--- config.mk ---
export PLATFORM = sky130hd
export DESIGN_NAME = updown_counter
export DESIGN_NICKNAME = d
export VERILOG_FILES = /design/src/rtl/counter_pkg.sv /design/src/rtl/counter_step_calc.sv /design/src/rtl/updown_counter.sv
export SDC_FILE = /design/constraint.sdc
export NUM_CORES = 1
export LEC_CHECK = 0
export CORE_MARGIN = 2
export CORE_UTILIZATION = 35
export DETAILED_ROUTE_END_ITERATION = 10
export SLEW_MARGIN = 20
export SYNTH_ARGS = -nofsm -noshare
export SYNTH_HDL_FRONTEND = slang
export SYNTH_SLANG_ARGS = --single-unit
--- constraint.sdc ---
create_clock -name clk -period 7.4 [get_ports clk]
set_input_delay 0.74 -clock clk [delete_from_list [all_inputs] [get_ports clk]]
set_output_delay 0.74 -clock clk [all_outputs]
set_load 0.05 [all_outputs]
--- src/rtl/counter_pkg.sv ---
// Shared types and elaboration helpers for the up/down step counter family.
package counter_pkg;

    typedef enum logic {
        CNT_WRAP = 1'b0,
        CNT_SAT  = 1'b1
    } cnt_mode_e;

    // Ceiling log2; returns at least 1 so the result is usable as a bus width.
    function automatic int clog2_w(input longint unsigned v);
        int r;
        longint unsigned p;
        r = 0;
        p = 1;
        while (p < v) begin
            p = p << 1;
            r = r + 1;
        end
        return (r == 0) ? 1 : r;
    endfunction

    // Width of the signed intermediate sum: one guard bit for carry, one for sign.
    function automatic int step_width(input int width);
        return width + 2;
    endfunction

    // A single step must never be able to wrap more than once.
    function automatic bit params_legal(input int width, input int inc_size,
                                        input int dec_size, input longint unsigned max_val);
        longint unsigned inc_max;
        longint unsigned dec_max;
        longint unsigned cnt_max;
        inc_max = (longint'(1) << inc_size) - 1;
        dec_max = (longint'(1) << dec_size) - 1;
        cnt_max = (longint'(1) << width) - 1;
        return (width > 0) && (inc_max <= max_val) && (dec_max <= max_val)
               && (max_val <= cnt_max);
    endfunction

endpackage

--- src/rtl/counter_step_calc.sv ---
// Combinational next-count computation with wrap/saturate boundary handling.
module counter_step_calc
    import counter_pkg::*;
#(
    parameter int               WIDTH    = 8,
    parameter int               INC_SIZE = 4,
    parameter int               DEC_SIZE = 4,
    parameter logic [WIDTH-1:0] MAX_VAL  = {WIDTH{1'b1}}
) (
    input  logic [WIDTH-1:0]    count,
    input  logic [INC_SIZE-1:0] inc,
    input  logic [DEC_SIZE-1:0] dec,
    input  cnt_mode_e           mode,
    output logic [WIDTH-1:0]    next,
    output logic                ovf_nxt,
    output logic                unf_nxt
);

    localparam int SW = step_width(WIDTH);

    logic [SW-1:0] sum;
    logic [SW-1:0] max_ext;

    assign max_ext = SW'(MAX_VAL);

    always_comb begin
        sum     = SW'(count) + SW'(inc) - SW'(dec);
        next    = WIDTH'(sum);
        ovf_nxt = 1'b0;
        unf_nxt = 1'b0;
        // The top bit of sum is the sign: a negative result is an underflow.
        if (sum[SW-1]) begin
            unf_nxt = 1'b1;
            next    = (mode == CNT_SAT) ? '0 : WIDTH'(sum + max_ext + SW'(1));
        end else if (sum > max_ext) begin
            ovf_nxt = 1'b1;
            next    = (mode == CNT_SAT) ? MAX_VAL : WIDTH'(sum - max_ext - SW'(1));
        end
    end

endmodule

--- src/rtl/updown_counter.sv ---
// Up/down step counter with programmable bound, wrap/saturate and load.
// Optional sticky threshold flag enabled by defining UPDOWN_COUNTER_THRESH_EN.
module updown_counter
    import counter_pkg::*;
#(
    parameter int               WIDTH    = 8,
    parameter int               INC_SIZE = 4,
    parameter int               DEC_SIZE = 4,
    parameter int               SATURATE = 0,
    parameter logic [WIDTH-1:0] MAX_VAL  = {WIDTH{1'b1}}
) (
    input  logic                clk,
    input  logic                rst,
    input  logic                en,
    input  logic                load,
    input  logic [WIDTH-1:0]    load_val,
    input  logic [INC_SIZE-1:0] inc,
    input  logic [DEC_SIZE-1:0] dec,
`ifdef UPDOWN_COUNTER_THRESH_EN
    input  logic [WIDTH-1:0]    thresh,
    input  logic                thr_clr,
    output logic                thr_hit,
`endif
    output logic [WIDTH-1:0]    count,
    output logic                ovf,
    output logic                unf,
    output logic                at_max,
    output logic                at_zero
);

    generate
        if (!params_legal(WIDTH, INC_SIZE, DEC_SIZE, longint'(MAX_VAL))) begin : g_illegal
            $error("updown_counter: step sizes exceed MAX_VAL or MAX_VAL exceeds WIDTH");
        end
    endgenerate

    localparam cnt_mode_e MODE = (SATURATE != 0) ? CNT_SAT : CNT_WRAP;

    logic [WIDTH-1:0] count_q, count_d;
    logic             ovf_q, ovf_d;
    logic             unf_q, unf_d;
    logic             at_max_q, at_max_d;
    logic             at_zero_q, at_zero_d;

    logic [WIDTH-1:0] step_next;
    logic             step_ovf;
    logic             step_unf;

    counter_step_calc #(
        .WIDTH    (WIDTH),
        .INC_SIZE (INC_SIZE),
        .DEC_SIZE (DEC_SIZE),
        .MAX_VAL  (MAX_VAL)
    ) u_step (
        .count   (count_q),
        .inc     (inc),
        .dec     (dec),
        .mode    (MODE),
        .next    (step_next),
        .ovf_nxt (step_ovf),
        .unf_nxt (step_unf)
    );

    always_comb begin
        count_d = count_q;
        ovf_d   = 1'b0;
        unf_d   = 1'b0;
        if (load) begin
            count_d = (load_val > MAX_VAL) ? MAX_VAL : load_val;
        end else if (en) begin
            count_d = step_next;
            ovf_d   = step_ovf;
            unf_d   = step_unf;
        end
        // Flags are derived from the next count so they land on the same edge.
        at_max_d  = (count_d == MAX_VAL);
        at_zero_d = (count_d == '0);
    end

    always_ff @(posedge clk or posedge rst) begin
        if (rst) begin
            count_q   <= '0;
            ovf_q     <= 1'b0;
            unf_q     <= 1'b0;
            at_max_q  <= 1'b0;
            at_zero_q <= 1'b1;
        end else begin
            count_q   <= count_d;
            ovf_q     <= ovf_d;
            unf_q     <= unf_d;
            at_max_q  <= at_max_d;
            at_zero_q <= at_zero_d;
        end
    end

    assign count   = count_q;
    assign ovf     = ovf_q;
    assign unf     = unf_q;
    assign at_max  = at_max_q;
    assign at_zero = at_zero_q;

`ifdef UPDOWN_COUNTER_THRESH_EN
    logic thr_hit_q, thr_hit_d;

    always_comb begin
        thr_hit_d = thr_hit_q;
        if (thr_clr) begin
            thr_hit_d = 1'b0;
        end
        if ((count_d >= thresh) && (count_q < thresh)) begin
            thr_hit_d = 1'b1;
        end
    end

    always_ff @(posedge clk or posedge rst) begin
        if (rst) begin
            thr_hit_q <= 1'b0;
        end else begin
            thr_hit_q <= thr_hit_d;
        end
    end

    assign thr_hit = thr_hit_q;
`endif

endmodule

==> impl_metrics.tcl, run 1 <==
set metrics [dict create \
    setup_violations 0 \
    cts_setup_buffers 0 \
    area_delta_synth_final_pct 34.1 \
    viasPerCell 4.96 \
    cts_resized 0 \
    fin_crit_ns 3.38 \
    wl_per_cell_um 13.5 \
    crit_type "in2reg" \
    first_pass_iters 4 \
    synth_compound_area_share_pct 17.3 \
    slew_headroom_pct 56.0 \
    cts_root_buf "clkbuf_4" \
    drtIter0Drc 29 \
    nets 196 \
    start_util_pct 36.5 \
    cp_cell_sequence "clkdlybuf4s50_1 -> inv_1 -> fa_1 -> inv_1 -> fa_1 -> a211oi_2 -> nor2_1 -> o31ai_1 -> nand2_1 -> nor4b_1" \
    layout_commonest_cell "clkdlybuf4s50_1" \
    cts_sinks 12 \
    min_from "count[7]$_DFF_PP0_" \
    yosys.area_share.adder_pct 18.4 \
    synth_xor_area_share_pct 1.57 \
    drv_cap 0 \
    ys_warn_count 0 \
    max_slew.worst_pin.slew_ns 0.658 \
    hold_viol_final 0 \
    cp.arrival_ns 3.54 \
    crit_required_ns 7.57 \
    dp.final_hpwl_mm 2.24 \
    crit_path_start_kind "primary input" \
    n_fill_cell 314 \
    portBuffers 31 \
    antenna_found_initial 0 \
    cts_made_buffers 3 \
    max_stage_delay_ns 0.54 \
    syn_inst 129 \
    via_count 1017 \
    cp-end-kind "register" \
    grt_max_degree 21 \
    switching_share_pct 49.1 \
    seq_area_frac_synth_pct 27.0 \
    postRouteAntennaNets 0 \
    ctsHtreeMaxLevel 1 \
    hold_class "reg2reg" \
    comb_power_share_pct 67.8 \
    rsz0062_at_grt "no" \
    antennaDiodeCount 0 \
    grt_usage_pct 17.0 \
    setup-tns-final_ns 0 \
    crit_start "inc[1]" \
    ios 32 \
    fmaxAchievable_mhz 296 \
    crit_path_max_fanout 3 \
    ys_seq_elements 12 \
    synthDistinctLibCells 42 \
    cp_top_family "adder cells" \
    num_rows 20 \
    overflow 0 \
    syn_nets 163 \
    synth_top_family_by_area "simple AND/OR/NAND/NOR gates" \
    hold_buffers 0 \
    outcome "completed" \
    synth_area_per_cell_um2 8.64 \
    die_h_um 60.4 \
    drcViolationCount 0 \
    cts_tree "yes" \
    grt_pass1_wl_mm 4.72 \
    insertion_delay_ns 0.26 \
    die_area_um2 3650 \
    power_per_cell_area_nw_per_um2 306 \
    synthSimpleGateAreaFrac_pct 20.4 \
    finalCritPeriodShare_pct 45.6 \
    globalplace.congestion 0.808 \
    critical_path_buf_inv_count 3 \
    finalMaxSlewViolations 0 \
    power_uw 457 \
    clock_path_buffers 2 \
    p_clk_share_pct 11.1 \
    final_cell_mix "clkdlybuf4s50_1 (31), inv_1 (26), dfrtp_1 (11)" \
    routed_wl_mm 2.76 \
    crit_slowest_cell "fa_1" \
    timing.rr.start "count[1]$_DFF_PP0_" \
    p_switching_uw 224 \
    grt_pass1_vias 1079 \
    yosys-mux-area-fraction_pct 4.60 \
    layout-drive-gt1-share_pct 6.21 \
    die_w_um 60.4 \
    p_int_uw 232 \
    design.core.area_um2 3050 \
    ir_worst_vdd_mv 0.185 \
    leakagePower_uw 0.000691 \
    finClkSkew_ns 0.00178 \
    path_clk_slew_ns 0.07 \
    syn_area_um2 1110 \
    pwr-share-seq_pct 21.1 \
]
==> tightest hold or removal path, delay by kind of cell, from the launching register on <==
family,cells,cell delay (ns)
AOI/OAI and AO/OA,1,0.05
xor gates and xnor gates,1,0.14
DFF,1,0.42
==> sequential cells by signal, summed over array words and instances, names as in the netlist <==
| signal | count |
|---|---|
| ovf | 1 |
| unf | 1 |
| at_max | 1 |
| at_zero | 1 |
| count | 8 |
==> metrics by stage <==
stage / instances / hold slack, ns / cell area [um2] / utilization, % / setup slack (ns)
global route: 205 / 0.684 / 1500 / 49.0 / 3.82
CTS: 205 / 0.649 / 1500 / 49.0 / 4.02
detailed placement: 201 / 0.634 / 1460 / 47.8 / 3.77
finish: 205 / 0.643 / 1500 / 49.0 / 4.02
floorplan: 129 / 0.604 / 1110 / - / 4.39
global placement: 201 / 0.633 / 1460 / 47.8 / 3.77
==> cells by family (layout without fill, tap and decap cells) <==
| family | count (synthesis) | in the layout |
|---|---|---|
| fa+ha+maj | 14 | 14 |
| xor+xnor | 2 | 2 |
| simple gates | 39 | 39 |
| buf+inv | 29 | 61 |
| flops | 12 | 12 |
| mux | 5 | 5 |
| compound gates | 28 | 28 |
==> worst paths after layout <==
check / end / slack (ns) / depth (start not counted)
setup / recovery: at_max$_DFF_PP0_ / 4.02 / 10
hold / removal: ovf$_DFF_PP0_ / 0.64 / 2
max in group asynchronous: at_zero$_DFF_PP1_ / 6.31 / 2
min in group asynchronous: count[5]$_DFF_PP0_ / 0.77 / 2
hold reg to reg: ovf$_DFF_PP0_ / 0.64 / 2
setup reg to reg: at_max$_DFF_PP0_ / 4.62 / 9
==> metal layers <==
metal / share of wire [%] / up-vias / wire length [um] / global-route usage, %
met5: 0 / - / 0 / 0
met4: 1.7 / 0 / 46 / 2.17
met3: 5.6 / 4 / 155 / 4.26
met2: 47 / 28 / 1310 / 29.5
met1: 45 / 469 / 1260 / 22.2
li1: - / 516 / - / -
==> power groups by stage <==
stage          clock network [uW]  logic, uW  registers, uW
6_report                     50.8        310           96.2
5_1_grt                      58.0        341           99.2
4_1_cts                      53.0        310           96.9
3_5_place_dp                    0        308           97.9
3_3_place_gp                    0        303           97.6
2_1_floorplan                   0        170            150
==> layout make-up <==
class | count | area [um2] | share of cell area [%]
inverter | 26 | 97.6 | 6.53
clock buffer | 4 | 36.3 | 2.43
sequential | 12 | 302 | 20.2
timing repair buffer | 31 | 310 | 20.8
multi-input combinational | 88 | 694 | 46.4
tap | 44 | 55.1 | 3.68
==> synth_stat cells <==
master / count / area share, %
nor4_1: 2 / 1.1
nand4_1: 1 / 0.56
xnor2_1: 1 / 0.79
a2111oi_0: 1 / 0.79
buf_2: 2 / 0.90
mux2i_1: 4 / 3.6
and3_2: 1 / 0.67
or3_1: 2 / 1.1
nor2_1: 6 / 2.0
a311oi_1: 3 / 2.4
o21a_1: 1 / 0.67
ha_1: 10 / 11
nor4bb_1: 1 / 0.90
buf_6: 1 / 1.0
o21ai_0: 5 / 2.2
nand2b_1: 1 / 0.56
mux2_2: 1 / 1.0
nor3b_1: 3 / 2.0
and3_1: 2 / 1.1
dfstp_2: 1 / 2.4
nor4b_1: 1 / 0.79
or2_2: 1 / 0.56
nand2_1: 7 / 2.4
a221oi_1: 1 / 0.79
a21oi_1: 7 / 3.1
and4_1: 1 / 0.79
a211oi_2: 1 / 1.1
o22ai_1: 2 / 1.1
and4b_1: 1 / 0.90
nor3_2: 1 / 0.90
a211oi_1: 1 / 0.67
dfrtp_1: 11 / 25
nand3_1: 2 / 0.90
nor3_1: 2 / 0.90
nor2b_1: 4 / 2.2
a221o_1: 1 / 0.90
xor2_1: 1 / 0.79
inv_1: 26 / 8.8
fa_1: 4 / 7.2
o32ai_1: 1 / 0.79
o21bai_1: 1 / 0.67
o31ai_1: 3 / 2.0
Power figures use the tool's default switching activity.
==> run 2: changes to the inputs <==
==> constraint.sdc (replaced) <==
create_clock -name clk -period 3.35 [get_ports clk]
set_input_delay 0.335 -clock clk [delete_from_list [all_inputs] [get_ports clk]]
set_output_delay 0.335 -clock clk [all_outputs]
set_load 0.05 [all_outputs]
==> impl_metrics.tcl, run 2 (same netlist as run 1, synthesis figures left out) <==
set metrics [dict create \
    outcome "completed" \
    instances_no_fill 206 \
    grt_max_degree 14 \
    nets 197 \
    crit_type "in2reg" \
    clock_path_buffers 2 \
    antenna_found_initial 0 \
    via_count 1026 \
    design.core.area_um2 3050 \
    max_stage_delay_ns 0.53 \
    largest_reg_flops 8 \
    place_inst 202 \
    cts_made_buffers 3 \
    hold_buffers 0 \
    drtIter0Drc 20 \
    die_w_um 60.4 \
    cp_cell_sequence "clkdlybuf4s50_1 -> inv_1 -> fa_1 -> inv_1 -> fa_1 -> a211oi_2 -> nor2_1 -> o31ai_1 -> nand2_1 -> nor4b_1" \
    viasPerCell 4.98 \
    die_h_um 60.4 \
    cts_setup_buffers 0 \
    globalplace.congestion 0.801 \
    crit_path_start_kind "primary input" \
    setup_violations 0 \
    fin_crit_ns 2.98 \
    wl_per_cell_um 13.3 \
    finClkSkew_ns 0.00337 \
    postRouteAntennaNets 0 \
    n_fill_cell 321 \
    ir_worst_vdd_mv 0.407 \
    grt_usage_pct 16.9 \
    routed_wl_mm 2.73 \
    die_area_um2 3650 \
    power_per_cell_area_nw_per_um2 673 \
    layout_commonest_cell "clkdlybuf4s50_1" \
    ios 32 \
    antennaDiodeCount 0 \
    finalMaxSlewViolations 0 \
    setup-tns-final_ns 0 \
    dp.final_hpwl_mm 2.22 \
    cp-end-kind "register" \
    layout-drive-gt1-share_pct 6.79 \
    grt_pass1_wl_mm 4.60 \
    slew_headroom_pct 63.8 \
    fin_worst_hold_slack_ns 0.360 \
    crit_slowest_cell "fa_1" \
    final_cell_mix "clkdlybuf4s50_1 (31), inv_1 (26), dfrtp_1 (11)" \
    start_util_pct 36.5 \
    cp.arrival_ns 3.14 \
    drv_cap 0 \
    cts_resized 0 \
    max_slew.worst_pin.slew_ns 0.541 \
    finalCritPeriodShare_pct 88.9 \
    fmaxAchievable_mhz 336 \
    r2r_cells 9 \
    crit_path_max_fanout 3 \
    rsz0062_at_grt "no" \
    cts_tree "yes" \
    portBuffers 31 \
    crit_required_ns 3.51 \
    cts_sinks 12 \
    leakagePower_uw 0.000695 \
    hold_viol_final 0 \
    area_delta_synth_final_pct 34.8 \
    overflow 0 \
    grt_pass1_vias 1008 \
    first_pass_iters 4 \
    cts_root_buf "clkbuf_4" \
    insertion_delay_ns 0.27 \
    ctsHtreeMaxLevel 1 \
    path_clk_slew_ns 0.07 \
    drcViolationCount 0 \
    hold_class "in2async" \
    num_rows 20 \
]
==> run 2: area by class of cell <==
type                       count  area, um2  area share [%]
sequential                    12        302            20.1
timing repair buffer          32        318            21.1
inverter                      26       97.6            6.49
clock buffer                   4       36.3            2.41
tap                           44       55.1            3.66
multi-input combinational     88        694            46.2
==> run 2: worst max-delay path, delay by kind of cell <==
| family | cells | cell delay, ns |
|---|---|---|
| compound gates | 2 | 0.74 |
| simple gates | 3 | 0.48 |
| fa+ha+maj | 2 | 0.99 |
| buf+inv | 3 | 0.58 |
==> run 2: worst paths after layout <==
kind                                     from            endpoint  slack, ns
max                                    inc[1]    at_max$_DFF_PP0_       0.37
min                                       rst  count[3]$_DFF_PP0_       0.36
max reg2reg                count[1]$_DFF_PP0_    at_max$_DFF_PP0_       0.56
min reg2reg                count[7]$_DFF_PP0_       ovf$_DFF_PP0_       0.68
max in group asynchronous                 rst   at_zero$_DFF_PP1_       2.66
min in group clk           count[7]$_DFF_PP0_       ovf$_DFF_PP0_       0.68
==> run 2: report_power, final <==
part | total [uW] | internal [uW] | leakage [uW] | switching, uW
combinational | 682 | 267 | 0.000528 | 415
sequential | 216 | 180 | 0.000147 | 35.6
clock | 113 | 66.0 | 0.0000210 | 46.8
==> run 2: routing by layer <==
| layer | GRT usage (%) | up-vias | share of wire, % |
|---|---|---|---|
| met5 | 0 | - | 0 |
| met4 | 0 | 0 | 0 |
| met3 | 4.90 | 0 | 5.9 |
| met2 | 30.0 | 30 | 47 |
| met1 | 21.9 | 478 | 47 |
| li1 | - | 518 | - |
==> run 2: through the flow <==
stage	utilization (%)	total power, uW	area [um2]	setup WS [ns]
floorplan	-	706	1110	0.430
global placement	48.0	887	1470	0.124
detailed placement	48.0	896	1470	0.0942
CTS	49.2	1020	1500	0.341
global route	49.2	1100	1500	0.159
finish	49.2	1010	1500	0.371
==> run 3: changes to the inputs <==
--- a/config.mk
+++ b/config.mk
@@ -5,9 +5,12 @@
 export SDC_FILE = /design/constraint.sdc
 export NUM_CORES = 1
 export LEC_CHECK = 0
+export CELL_PAD_IN_SITES_DETAIL_PLACEMENT = 0
+export CELL_PAD_IN_SITES_GLOBAL_PLACEMENT = 1
 export CORE_MARGIN = 2
 export CORE_UTILIZATION = 35
 export DETAILED_ROUTE_END_ITERATION = 10
+export PLACE_DENSITY_LB_ADDON = 0.1
 export SLEW_MARGIN = 20
 export SYNTH_ARGS = -nofsm -noshare
 export SYNTH_HDL_FRONTEND = slang
==> impl_metrics.tcl, run 3 (same netlist as run 1, synthesis figures left out) <==
set metrics [dict create \
    outcome "completed" \
    pwr-share-seq_pct 21.1 \
    via_count 1014 \
    wl_per_cell_um 13.0 \
    max_slew.worst_pin.slew_ns 0.540 \
    die_area_um2 3650 \
    crit_slowest_cell "fa_1" \
    cp-end-kind "register" \
    cts_root_buf "clkbuf_4" \
    overflow 0 \
    fin_area_um2 1500 \
    timing.rr.start "count[1]$_DFF_PP0_" \
    hold_buffers 0 \
    path_clk_slew_ns 0.07 \
    hold_class "in2async" \
    finish.utilization_pct 49.2 \
    rsz0062_at_grt "no" \
    finalMaxSlewViolations 0 \
    grt_pass1_vias 978 \
    crit_path_start_kind "primary input" \
    fin_crit_ns 2.91 \
    design.core.area_um2 3050 \
    antenna_found_initial 0 \
    slew_headroom_pct 63.9 \
    cts_setup_buffers 0 \
    cp.depth 10 \
    crit_type "in2reg" \
    start_util_pct 36.5 \
    cts_made_buffers 3 \
    dpl_cell_area_um2 1470 \
    antennaDiodeCount 0 \
    die_w_um 60.4 \
    clock_path_buffers 2 \
    ff2ff_setup_slack_ns 0.63 \
    setup-tns-final_ns 0 \
    grt_max_degree 15 \
    globalplace.congestion 0.805 \
    cp.arrival_ns 3.13 \
    place_inst 202 \
    die_h_um 60.4 \
    hold_viol_final 0 \
    cts_resized 0 \
    cts_tree "yes" \
    fmaxAchievable_mhz 343 \
    r2r_cells 9 \
    routed_wl_mm 2.68 \
    instances_no_fill 206 \
    power_per_cell_area_nw_per_um2 670 \
    dp.final_hpwl_mm 2.15 \
    area_delta_synth_final_pct 34.8 \
    grt_pass1_wl_mm 4.24 \
    first_pass_iters 4 \
    switching_share_pct 49.0 \
    setup_violations 0 \
    p_clk_share_pct 11.3 \
    layout-drive-gt1-share_pct 6.79 \
    p_switching_uw 494 \
    cts_sinks 12 \
    crit_end "at_zero$_DFF_PP1_" \
    drcViolationCount 0 \
    r2r-end "at_zero$_DFF_PP1_" \
    insertion_delay_ns 0.27 \
    cp_cell_sequence "clkdlybuf4s50_1 -> inv_1 -> fa_1 -> inv_1 -> fa_1 -> xor2_1 -> a221o_1 -> or3_1 -> nor3_2 -> and4b_1" \
    comb_power_share_pct 67.6 \
    largest_reg_flops 8 \
    portBuffers 31 \
    cp_top_family "adder cells" \
    leakagePower_uw 0.000695 \
    crit_required_ns 3.57 \
    num_rows 20 \
    finClkSkew_ns 0.00275 \
    crit_start "inc[1]" \
    nets 197 \
    viasPerCell 4.92 \
    finalCritPeriodShare_pct 87.0 \
    ctsHtreeMaxLevel 1 \
    crit_path_max_fanout 3 \
    p_int_uw 513 \
    postRouteAntennaNets 0 \
    ios 32 \
    max_stage_delay_ns 0.52 \
    ir_worst_vdd_mv 0.423 \
    layout_commonest_cell "clkdlybuf4s50_1" \
    drv_cap 0 \
    critical_path_buf_inv_count 3 \
    drtIter0Drc 14 \
    grt_usage_pct 15.7 \
    final_cell_mix "clkdlybuf4s50_1 (31), inv_1 (26), dfrtp_1 (11)" \
]
-- run 3: cell counts in the layout (fill, tap and decap cells not counted) --
Identical to the previous run, type by type.
-- run 3: through the flow --
stage	power (uW)	hold WS [ns]	setup slack, ns
2_1_floorplan	706	0.199	0.430
3_3_place_gp	895	0.636	0.160
3_5_place_dp	892	0.620	0.153
4_1_cts	1010	0.380	0.433
5_1_grt	1090	0.432	0.296
6_report	1010	0.355	0.436
-- run 3: how the worst min path moves through the flow --
stage | from | endpoint | slack (ns) | cells after the start
finish | rst | count[4]$_DFF_PP0_ | 0.36 | 2
CTS | rst | unf$_DFF_PP0_ | 0.38 | 2
detailed placement | count[7]$_DFF_PP0_ | ovf$_DFF_PP0_ | 0.62 | 2
global route | rst | count[4]$_DFF_PP0_ | 0.43 | 2
global placement | count[7]$_DFF_PP0_ | ovf$_DFF_PP0_ | 0.64 | 2
floorplan | rst | at_max$_DFF_PP0_ | 0.20 | 1
-- run 3: worst reg2reg max path, stage by stage, from the launching register on --
cell	delay, ns
dfrtp_1	0.38
inv_1	0.06
fa_1	0.47
inv_1	0.07
fa_1	0.47
xor2_1	0.16
a221o_1	0.35
or3_1	0.41
nor3_2	0.11
and4b_1	0.20
-- run 3: final cells by class --
class | instances | area (um2)
Inverter | 26 | 97.6
Tap cell | 44 | 55.1
Fill cell | 330 | 1550
Sequential cell | 12 | 302
Timing Repair Buffer | 32 | 318
Multi-Input combinational cell | 88 | 694
Clock buffer | 4 | 36.3
-- run 3: power by group through the flow --
stage | sequential, uW | combinational, uW | clock, uW
global placement | 217 | 677 | 0
finish | 212 | 680 | 114
floorplan | 332 | 374 | 0
global route | 218 | 746 | 124
detailed placement | 215 | 677 | 0
CTS | 214 | 681 | 117
-- run 3: per-layer routing --
| layer | vias up | global-route usage (%) | part of all wire (%) |
|---|---|---|---|
| li1 | 518 | - | - |
| met1 | 471 | 19.8 | 47 |
| met2 | 21 | 27.5 | 49 |
| met3 | 4 | 3.62 | 3.4 |
| met4 | 0 | 3.73 | 1.3 |
| met5 | - | 0 | 0 |
